File: src/rtl/arb_pkg.sv
// Shared constants and types for the round-robin grant indexer.
package arb_pkg;

  localparam int IDX_W = 3;
  localparam int N_REQ = 2 ** IDX_W;

  typedef enum logic {
    ST_IDLE  = 1'b0,
    ST_GRANT = 1'b1
  } state_t;

  // Next requester index after idx, wrapping 7 -> 0.
  function automatic logic [IDX_W-1:0] idx_inc(input logic [IDX_W-1:0] idx);
    return idx + 1'b1;
  endfunction

endpackage

File: src/rtl/rr_grant_indexer_if.sv
// Request/grant bundle between requesters and the arbiter.
interface rr_grant_indexer_if;
  import arb_pkg::*;

  logic [N_REQ-1:0] req;
  logic             done;
  logic [IDX_W-1:0] grant_idx;
  logic             grant_valid;
  logic             grant_expired;

  // Requester side: drives requests and release, observes the grant.
  modport master (
    output req, done,
    input  grant_idx, grant_valid, grant_expired
  );

  // Arbiter side.
  modport slave (
    input  req, done,
    output grant_idx, grant_valid, grant_expired
  );

endinterface

File: src/rtl/rr_pick8.sv
// Combinational round-robin picker: rotate so ptr sits at bit 0,
// take the lowest set bit, then rotate the winning offset back.
module rr_pick8
  import arb_pkg::*;
(
  input  logic [N_REQ-1:0] req,
  input  logic [IDX_W-1:0] ptr,
  output logic [IDX_W-1:0] pick,
  output logic             any_req
);

  logic [N_REQ-1:0] rot;
  logic [IDX_W-1:0] ofs;

  // rot[gi] is the requester gi places after ptr (mod 8).
  for (genvar gi = 0; gi < N_REQ; gi++) begin : g_rot
    logic [IDX_W-1:0] src;
    assign src     = ptr + IDX_W'(gi);
    assign rot[gi] = req[src];
  end

  // Fixed-priority scan: lowest rotated position wins.
  always_comb begin
    ofs = '0;
    for (int i = N_REQ - 1; i >= 0; i--) begin
      if (rot[i]) ofs = IDX_W'(i);
    end
  end

  assign pick    = ptr + ofs;
  assign any_req = |req;

endmodule

File: src/rtl/rr_grant_indexer.sv
// Round-robin arbiter for 8 requesters with hold limit and registered
// grant index / valid / expired outputs.
module rr_grant_indexer
  import arb_pkg::*;
#(
  parameter int HOLD_MAX = 15,
  parameter int CNT_W    = 4
) (
  input  logic               clk,
  input  logic               rst_n,
  rr_grant_indexer_if.slave  bus
);

  state_t           state_reg, state_next;
  logic [IDX_W-1:0] ptr_reg, ptr_next;
  logic [CNT_W-1:0] hold_cnt_reg, hold_cnt_next;
  logic [IDX_W-1:0] grant_idx_reg, grant_idx_next;
  logic             grant_valid_reg, grant_valid_next;
  logic             grant_expired_reg, grant_expired_next;

  logic             rel_done, rel_drop, rel_to, rel;
  logic [IDX_W-1:0] pick_ptr, pick;
  logic             any_req;

  // Release causes for the current grant; only meaningful in GRANT.
  always_comb begin
    rel_done = bus.done;
    rel_drop = ~bus.req[grant_idx_reg];
    rel_to   = (hold_cnt_reg == CNT_W'(HOLD_MAX - 1));
    rel      = (state_reg == ST_GRANT) && (rel_done || rel_drop || rel_to);
    // On release the search must already start past the released owner.
    pick_ptr = rel ? idx_inc(grant_idx_reg) : ptr_reg;
  end

  rr_pick8 u_pick (
    .req     (bus.req),
    .ptr     (pick_ptr),
    .pick    (pick),
    .any_req (any_req)
  );

  // Next-state and next-output logic.
  always_comb begin
    state_next         = state_reg;
    ptr_next           = ptr_reg;
    hold_cnt_next      = hold_cnt_reg;
    grant_idx_next     = grant_idx_reg;
    grant_valid_next   = grant_valid_reg;
    grant_expired_next = 1'b0;
    case (state_reg)
      ST_IDLE: begin
        if (any_req) begin
          grant_idx_next   = pick;
          grant_valid_next = 1'b1;
          hold_cnt_next    = '0;
          state_next       = ST_GRANT;
        end
      end
      ST_GRANT: begin
        if (rel) begin
          ptr_next           = idx_inc(grant_idx_reg);
          // Expiry is flagged only when the limit alone ended the tenure.
          grant_expired_next = rel_to && !rel_done && !rel_drop;
          if (any_req) begin
            grant_idx_next   = pick;
            grant_valid_next = 1'b1;
            hold_cnt_next    = '0;
          end else begin
            grant_valid_next = 1'b0;
            state_next       = ST_IDLE;
          end
        end else begin
          hold_cnt_next = hold_cnt_reg + 1'b1;
        end
      end
      default: begin
        grant_valid_next = 1'b0;
        state_next       = ST_IDLE;
      end
    endcase
  end

  // State and output registers; reset drops any grant immediately.
  always_ff @(posedge clk or negedge rst_n) begin
    if (!rst_n) begin
      state_reg         <= ST_IDLE;
      ptr_reg           <= '0;
      hold_cnt_reg      <= '0;
      grant_idx_reg     <= '0;
      grant_valid_reg   <= 1'b0;
      grant_expired_reg <= 1'b0;
    end else begin
      state_reg         <= state_next;
      ptr_reg           <= ptr_next;
      hold_cnt_reg      <= hold_cnt_next;
      grant_idx_reg     <= grant_idx_next;
      grant_valid_reg   <= grant_valid_next;
      grant_expired_reg <= grant_expired_next;
    end
  end

  assign bus.grant_idx     = grant_idx_reg;
  assign bus.grant_valid   = grant_valid_reg;
  assign bus.grant_expired = grant_expired_reg;

endmodule
File: src/flat_wrapper.sv
// flat-port wrapper written by rule: the top's interface ports become plain ports
module rr_grant_indexer_flat import arb_pkg::*;
#(
  parameter int HOLD_MAX = 15,
  parameter int CNT_W    = 4
)
  (clk, rst_n, bus_req, bus_done, bus_grant_idx, bus_grant_valid, bus_grant_expired);
  rr_grant_indexer_if bus_i ();
  input  logic clk;
  input  logic rst_n;
  input wire logic [$bits(bus_i.req)-1:0] bus_req;
  input wire logic [$bits(bus_i.done)-1:0] bus_done;
  output wire logic [$bits(bus_i.grant_idx)-1:0] bus_grant_idx;
  output wire logic [$bits(bus_i.grant_valid)-1:0] bus_grant_valid;
  output wire logic [$bits(bus_i.grant_expired)-1:0] bus_grant_expired;
  assign bus_i.req = bus_req;
  assign bus_i.done = bus_done;
  assign bus_grant_idx = bus_i.grant_idx;
  assign bus_grant_valid = bus_i.grant_valid;
  assign bus_grant_expired = bus_i.grant_expired;
  rr_grant_indexer #(.HOLD_MAX(HOLD_MAX), .CNT_W(CNT_W)) u_core (.clk(clk), .rst_n(rst_n), .bus(bus_i));
endmodule
File: config.mk
export PLATFORM = sky130hd
export DESIGN_NAME = rr_grant_indexer_flat
export DESIGN_NICKNAME = d
export VERILOG_FILES = /design/src/rtl/arb_pkg.sv /design/src/rtl/rr_grant_indexer_if.sv /design/src/rtl/rr_pick8.sv /design/src/rtl/rr_grant_indexer.sv /design/src/flat_wrapper.sv
export SDC_FILE = /design/constraint.sdc
export NUM_CORES = 1
export LEC_CHECK = 0
export CAP_MARGIN = 20
export CORE_ASPECT_RATIO = 1.2
export CORE_MARGIN = 4
export CORE_UTILIZATION = 52
export DETAILED_ROUTE_END_ITERATION = 8
export MAX_ROUTING_LAYER = met4
export PLACE_DENSITY = 0.77
export SYNTH_ARGS = -nofsm -noshare
export SYNTH_HDL_FRONTEND = slang
export SYNTH_SLANG_ARGS = --single-unit
File: constraint.sdc
create_clock -name clk -period 4.5 [get_ports clk]
set_clock_uncertainty 0.05 [all_clocks]
set_input_delay 1.125 -clock clk [delete_from_list [all_inputs] [get_ports clk]]
set_output_delay 1.125 -clock clk [all_outputs]
set_load 0.02 [all_outputs]
==> impl_metrics.ini, run 1 <==
[status]
run_status = complete, no violations

[global_route]
grt_max_degree = 14
grt_first_pass_wirelength_um = 9140
overflow = 0
grtUsageTotal = 0.309
antenna_found_initial = 0
grt_pass1_vias = 1903

[final_layout]
final-seq-area_um2 = 325
layout.nets = 282
areaGrowthSynthToFinish_pct = 54.9
largest_register_ffs = 4
diodes = 0
final_cell_mix = 62 x buf_4, 14 x nor2_1, 13 x nand2_1, 13 x dfrtp_1, 11 x inv_1
nFillCells = 163
drive_gt1_frac = 0.449
final_common_cell = buf_4
multi_input_area_mm2 = 0.00136

[yosys]
synth-warning-count = 0
postSynth.asyncResetShare = 1.00
ys_seq_area_frac = 0.204
synth_edf_count = 0
ys_ff_latch = 13
syn_nets = 205
avgSynthCellArea_um2 = 8.45
syn_inst = 189
yosys_most_used_dff = dfrtp_1
syn_area_mm2 = 0.00160
synth.distinct_cells = 57

[die]
initial_core_util = 0.557
rows = 21
die_h_um = 68.7
die-area_mm2 = 0.00402
core_area_mm2 = 0.00286
die_w_um = 58.6
boundaryPins = 16

[route]
ant_nets = 0
drtIter0Drc = 262
wirelength_um = 6550
drc = 0
wl_per_cell_um = 21.9
drt-pass1-iter-count = 5
vias_per_cell = 6.94
vias = 2076

[clock_tree]
path_clk_slew_ns = 0.08
cts_max_level = 1
clock_sinks = 13
cts-root-buf = clkbuf_4
ctsLongestPathBuffers = 2
cts_made_buffers = 3
clock_latency_ns = 0.29
cts-hold-fix-buffers = 0
cts_tree = yes

[timing]
slew-limit-headroom = 0.608
fmax_mhz = 222
fin_crit_sh = 0.999
maxSlewViolCount = 0
hold_viol_final = 0
finalSetupViolCount = 0
fin_crit_ns = 4.50
tightest_slew_ns = 0.586
whs_ns = 0.514

[critical_path]
critPathKind = in -> reg
crit_required_ns = 4.63
endpoint_kind = flop
worst_path_max_delay_cell = a221o_2
cp_data_arrival_time_ns = 4.63
slowest_delay_ns = 0.52
cp_max_fo = 5
worst_setup_path_start_kind = input pin
path_delay_family = compound AO/OA/AOI/OAI gates
path_cells = buf_6 > mux2i_4 > a221o_2 > o32ai_4 > nor2_4 > inv_4 > buf_4 > mux4_2 > buf_4 > mux2i_4 > o2111ai_1 > a311o_1 > fa_2 > xnor2_2 > xnor2_1 > o21ai_1
crit_buf_inv = 4
reg2reg_slack_ns = 0.09

[flow_run]
drv_cap = 0

[placed_design]
port_buffers = 15
gp_congestion = 0.976
dp_hpwl_um = 3970

[min_path]
hp-class = reg -> reg
per-layer routing:
metal	global-route usage	vias up	part of all wire
met5	-	-	0
met4	0.113	0	0.066
met3	0.0354	59	0.093
met2	0.539	160	0.48
met1	0.368	975	0.36
li1	-	882	-
synthesized netlist by cell type, types with 3 or more instances:
master / n / area [um2]
nor2_1: 15 / 56.3
nand2_1: 14 / 52.6
dfrtp_1: 13 / 325
mux2i_1: 12 / 120
inv_1: 11 / 41.3
o21ai_0: 9 / 45.0
a21oi_1: 8 / 40.0
mux2_2: 7 / 78.8
nand3_1: 7 / 35.0
o211ai_1: 7 / 52.6
a31oi_1: 4 / 25.0
ha_1: 4 / 50.1
nor3_1: 4 / 20.0
nor4_1: 4 / 25.0
o2111ai_1: 4 / 35.0
xnor2_1: 4 / 35.0
buf_2: 3 / 15.0
buf_4: 3 / 22.5
clkbuf_1: 3 / 11.3
inv_2: 3 / 11.3
nand4_1: 3 / 18.8
nor2b_1: 3 / 18.8
or3_1: 3 / 18.8
area by class of cell:
class / count / share of cell area
clock buffers: 4 / 0.0106
well taps: 34 / 0.0172
flip-flops and latches: 13 / 0.132
multi-input cells: 153 / 0.552
inverters: 14 / 0.0223
repair buffers: 81 / 0.267
cell families (layout without fill, tap and decap cells):
logic type	Yosys count	after routing	synth area share
buffers and inverters	23	99	0.0635
DFF	13	13	0.204
muxes	21	21	0.153
and+or+nand+nor	61	61	0.205
adders and majority gates	5	5	0.0439
AOI/OAI and AO/OA	61	61	0.304
xor gates and xnor gates	5	5	0.0274
through the flow:
stage	cell area, um2	setup slack, ns	setup TNS (ns)	instances	utilization
6_report	2470	0.00286	0	299	0.863
5_1_grt	2470	-0.0729	-0.0901	299	0.863
4_1_cts	2350	0.000478	0	294	0.821
3_5_place_dp	2130	-0.621	-1.07	272	0.743
3_3_place_gp	2130	-0.504	-0.889	272	0.743
2_1_floorplan	1660	0.0128	0	189	-
path summary, 6_finish.rpt:
check / start / cells after the start / to
setup / recovery: bus_req[3] / 16 / u_core.bus.grant_idx[2]
hold / removal: u_core.hold_cnt_reg[2] / 2 / u_core.hold_cnt_reg[2]
setup reg to reg: u_core.bus.grant_idx[0] / 15 / u_core.bus.grant_idx[2]
hold reg to reg: u_core.hold_cnt_reg[2] / 2 / u_core.hold_cnt_reg[2]
max in group asynchronous: rst_n / 1 / u_core.ptr_reg[0]
min in group asynchronous: rst_n / 1 / u_core.hold_cnt_reg[2]
worst register-to-register path: stages, from the launching register on:
cell       delay (ns)
dfrtp_1          0.59
mux2i_4          0.31
a221o_2          0.52
o32ai_4          0.42
nor2_4           0.09
inv_4            0.11
buf_4            0.12
mux4_2           0.50
buf_4            0.16
mux2i_4          0.16
o2111ai_1        0.14
a311o_1          0.31
fa_2             0.37
xnor2_2          0.15
xnor2_1          0.19
o21ai_1          0.10
repair_timing:
item,in CTS,in global routing
endpoints found under the setup margin,2,3
setup buffers,18,6
resized for setup,30,33
pin swaps,21,18
Power of run 1 is left out: the tool's default activity adds up to more than one toggle a clock period on the data nets, which glitch-free logic cannot reach.
==> run 2: changes to the inputs <==
Settings changed: CORE_MARGIN 4 to default.
==> impl_metrics.ini, run 2 (synthesized netlist as in run 1, its figures left out) <==
[critical_path]
worst_setup_path_start_kind = input pin
endpoint_kind = flop
cp_max_fo = 4
critPathKind = in -> reg
reg2regPathDepth = 16
cp_data_arrival_time_ns = 4.52
reg2reg_slack_ns = 0.42
crit_required_ns = 4.61

[clock_tree]
cts_max_level = 1
clock_sinks = 13
cts_made_buffers = 3
clock_latency_ns = 0.28
path_clk_slew_ns = 0.08
cts-root-buf = clkbuf_4
cts-hold-fix-buffers = 0
cts_tree = yes
ctsLongestPathBuffers = 2

[die]
rows = 21
initial_core_util = 0.557
core_area_mm2 = 0.00286
die_h_um = 62.7
die-area_mm2 = 0.00330
die_w_um = 52.6
boundaryPins = 16

[timing]
rsz0062_at_grt = no
fin_crit_sh = 0.978
tightest_slew_ns = 0.587
hold_viol_final = 0
fin_crit_ns = 4.40
fmax_mhz = 227
finalSetupViolCount = 0
slew-limit-headroom = 0.608
maxSlewViolCount = 0

[placed_design]
port_buffers = 15
dp_hpwl_um = 3990
gp_congestion = 0.972

[global_route]
antenna_found_initial = 0
overflow = 0
grt_first_pass_wirelength_um = 8560
grt_pass1_vias = 1873
grt_max_degree = 14
grtUsageTotal = 0.350

[route]
wl_per_cell_um = 18.4
drtIter0Drc = 72
wirelength_um = 5130
vias = 1807
ant_nets = 0
vias_per_cell = 6.48
drc = 0
drt-pass1-iter-count = 4

[final_layout]
drive_gt1_frac = 0.359
layout.nets = 262
fin_util = 0.776
largest_register_ffs = 4
diodes = 0
areaGrowthSynthToFinish_pct = 39.2
final_cell_mix = 44 x buf_4, 14 x nor2_1, 14 x nand2_1
final_common_cell = buf_4

[min_path]
hp-class = reg -> reg
holdPathStages = 2

[status]
run_status = complete, no violations

[flow_run]
drv_cap = 0
==> run 2: layout make-up <==
type | instances | area, um2
multi-input cells | 153 | 1280
fillers | 214 | 642
repair buffers | 61 | 490
flip-flops and latches | 13 | 325
inverters | 14 | 55.1
well taps | 34 | 42.5
clock buffers | 4 | 26.3
==> run 2: path summary, 6_finish.rpt <==
kind                                    startpoint                       to
hold reg to reg             u_core.hold_cnt_reg[2]   u_core.hold_cnt_reg[2]
hold / removal              u_core.hold_cnt_reg[2]   u_core.hold_cnt_reg[2]
min in group asynchronous                    rst_n   u_core.hold_cnt_reg[2]
setup reg to reg           u_core.bus.grant_idx[0]  u_core.bus.grant_idx[2]
setup / recovery                        bus_req[6]  u_core.bus.grant_idx[2]
max in group asynchronous                    rst_n        u_core.ptr_reg[0]
==> run 2: worst max-delay path, stage by stage <==
cell and delay [ns]:
clkdlybuf4s15_1 0.23, mux2i_2 0.11, a221o_2 0.44, o31ai_4 0.34
a21oi_4 0.10, inv_2 0.11, ha_4 0.21, mux4_2 0.26
mux2_4 0.16, o211ai_2 0.09, a31oi_4 0.21, nor2_2 0.06
or3_4 0.33, fa_2 0.38, xnor2_2 0.14, xnor2_1 0.14
o21ai_1 0.07
==> run 2: repair_timing <==
| item | 4_1_cts | 5_1_grt |
|---|---|---|
| endpoints found under the setup margin | 2 | 1 |
| buffers inserted | 2 | 1 |
| resized for setup | 23 | 10 |
| pin swaps | 11 | 6 |
| gates cloned | 0 | 0 |
| hold endpoints to repair | 0 | 0 |
==> run 2: metal layers <==
metal  wire [um]  track usage  vias to the layer above
li1            -            -                      840
met3         294       0.0608                       16
met1        2110        0.396                      875
met5           0            -                        -
met2        2620        0.606                       76
met4         103        0.109                        0
==> run 2: per-stage QoR <==
| stage | TNS (ns) | setup WS [ns] | hold slack (ns) | instance area [um2] | std cells |
|---|---|---|---|---|---|
| after floorplan | 0 | 0.0128 | 0.445 | 1660 | 189 |
| after global placement | -0.802 | -0.458 | 0.464 | 2110 | 272 |
| after detailed placement | -1.12 | -0.617 | 0.502 | 2110 | 272 |
| after CTS | 0 | 0.0592 | 0.524 | 2210 | 278 |
| after global routing | 0 | 0.0128 | 0.563 | 2220 | 279 |
| final | 0 | 0.0983 | 0.525 | 2220 | 279 |
Power of run 2 is left out for the same reason.
==> run 3: changes to the inputs <==
Settings changed: CORE_MARGIN from default to 2.
==> impl_metrics.ini, run 3 (synthesized netlist as in run 1, its figures left out) <==
[clock_tree]
cts_max_level = 1
cts-root-buf = clkbuf_4
path_clk_slew_ns = 0.07
ctsLongestPathBuffers = 2
clock_sinks = 13
clock_latency_ns = 0.27
cts_made_buffers = 3
cts_tree = yes

[timing]
finalSetupViolCount = 0
slew-limit-headroom = 0.623
maxSlewViolCount = 0
fmax_mhz = 225
tightest_slew_ns = 0.563
hold_viol_final = 0
fin_crit_ns = 4.45
whs_ns = 0.521
fin_crit_sh = 0.989

[route]
wirelength_um = 5420
drc = 0
ant_nets = 0
drt-pass1-iter-count = 5
vias_per_cell = 6.28
drtIter0Drc = 107
wl_per_cell_um = 18.3
vias = 1864

[global_route]
grt_max_degree = 14
antenna_found_initial = 0
grt_pass1_vias = 1774
overflow = 0
grt_first_pass_wirelength_um = 8370
grtUsageTotal = 0.330

[final_layout]
largest_register_ffs = 4
drive_gt1_frac = 0.418
nFillCells = 208
areaGrowthSynthToFinish_pct = 51.6
diodes = 0
final_common_cell = buf_4
layout.nets = 278
final_cell_mix = 57 x buf_4, 14 x nor2_1, 14 x nand2_1

[critical_path]
endpoint_kind = flop
cp_data_arrival_time_ns = 4.56
crit_path_frequent_cell = o21ai_1
worst_setup_path_start_kind = input pin
cp.depth = 16
worst_path_max_delay_cell = fa_2
r2r_start = u_core.bus.grant_idx[0]
path_delay_family = compound AO/OA/AOI/OAI gates
slowest_delay_ns = 0.41
path_cells = dlygate4sd2_1 > mux2i_4 > nand2_1 > a311oi_4 > buf_4 > o21ai_0 > o211ai_1 > o21ai_1 > a221o_1 > a31oi_2 > nor2_2 > or3_4 > fa_2 > xnor2_2 > xnor2_1 > o21ai_1
critPathKind = in -> reg
reg2regPathDepth = 17
crit_buf_inv = 2
crit_required_ns = 4.60
cp_max_fo = 3
reg2reg_slack_ns = 0.19
timing.rr.end = u_core.bus.grant_idx[2]

[die]
die-area_mm2 = 0.00353
boundaryPins = 16
rows = 22
die_w_um = 54.6
core_area_mm2 = 0.00300
initial_core_util = 0.532
die_h_um = 64.7

[placed_design]
gp_congestion = 1.02
port_buffers = 15
dp_hpwl_um = 3980

[min_path]
holdPathStages = 2
worstHoldStart = u_core.hold_cnt_reg[2]
holdPathEnd = u_core.hold_cnt_reg[2]
hp-class = reg -> reg

[flow_run]
drv_cap = 0

[status]
run_status = complete, no violations
run 3: worst max-delay path by stage:
| stage | slack [ns] | from | to |
|---|---|---|---|
| 6_report | 0.05 | bus_req[4] | u_core.bus.grant_idx[2] |
| 5_1_grt | -0.13 | bus_req[4] | u_core.bus.grant_idx[2] |
| 4_1_cts | 0.04 | bus_req[3] | u_core.bus.grant_idx[2] |
| 3_5_place_dp | -0.64 | bus_req[7] | u_core.bus.grant_idx[2] |
| 3_3_place_gp | -0.49 | bus_req[7] | u_core.bus.grant_idx[2] |
| 2_1_floorplan | 0.01 | bus_req[0] | u_core.bus.grant_idx[2] |
run 3: final cells by class:
class / count / area [um2] / area share
Clock buffer: 4 / 26.3 / 0.0109
Timing Repair Buffer: 76 / 628 / 0.259
Timing Repair inverter: 1 / 7.51 / 0.00310
Multi-Input combinational cell: 153 / 1330 / 0.550
Sequential cell: 13 / 325 / 0.134
Inverter: 14 / 57.6 / 0.0238
Tap cell: 36 / 45.0 / 0.0186
run 3: worst reg2reg max path: stages, from the launching register on:
cell and delay [ns]:
dfrtp_1 0.58, mux2i_4 0.30, a221o_2 0.48, buf_6 0.15, o31ai_4 0.29, a21oi_4 0.09, inv_2 0.12, ha_4 0.21
mux4_2 0.27, mux2_4 0.16, o211ai_2 0.07, a31oi_2 0.23, nor2_2 0.06, or3_4 0.33, fa_2 0.41, xnor2_2 0.17
xnor2_1 0.13, o21ai_1 0.09
run 3: per-stage QoR:
| step | instances | setup slack, ns | util | area [um2] | setup TNS (ns) |
|---|---|---|---|---|---|
| after global routing | 297 | -0.134 | 0.807 | 2420 | -0.134 |
| final | 297 | 0.0477 | 0.807 | 2420 | 0 |
| after CTS | 283 | 0.0428 | 0.758 | 2270 | 0 |
| after global placement | 272 | -0.490 | 0.701 | 2100 | -0.861 |
| after detailed placement | 272 | -0.642 | 0.701 | 2100 | -1.23 |
| after floorplan | 189 | 0.0128 | - | 1660 | 0 |
run 3: per-layer routing:
layer | GRT usage | vias up | part of all wire
met5 | - | - | 0
met4 | 0.134 | 0 | 0.025
met3 | 0.0323 | 14 | 0.068
met2 | 0.548 | 103 | 0.50
met1 | 0.394 | 871 | 0.40
li1 | - | 876 | -
run 3: timing repair:
| item | CTS | global route |
|---|---|---|
| hold buffers | 0 | 0 |
| endpoints found under the setup margin | 2 | 1 |
| gates resized for setup | 28 | 21 |
| buffers inserted | 6 | 14 |
| pin swaps | 16 | 13 |
| cloned | 1 | 0 |
Power of run 3 is left out for the same reason.
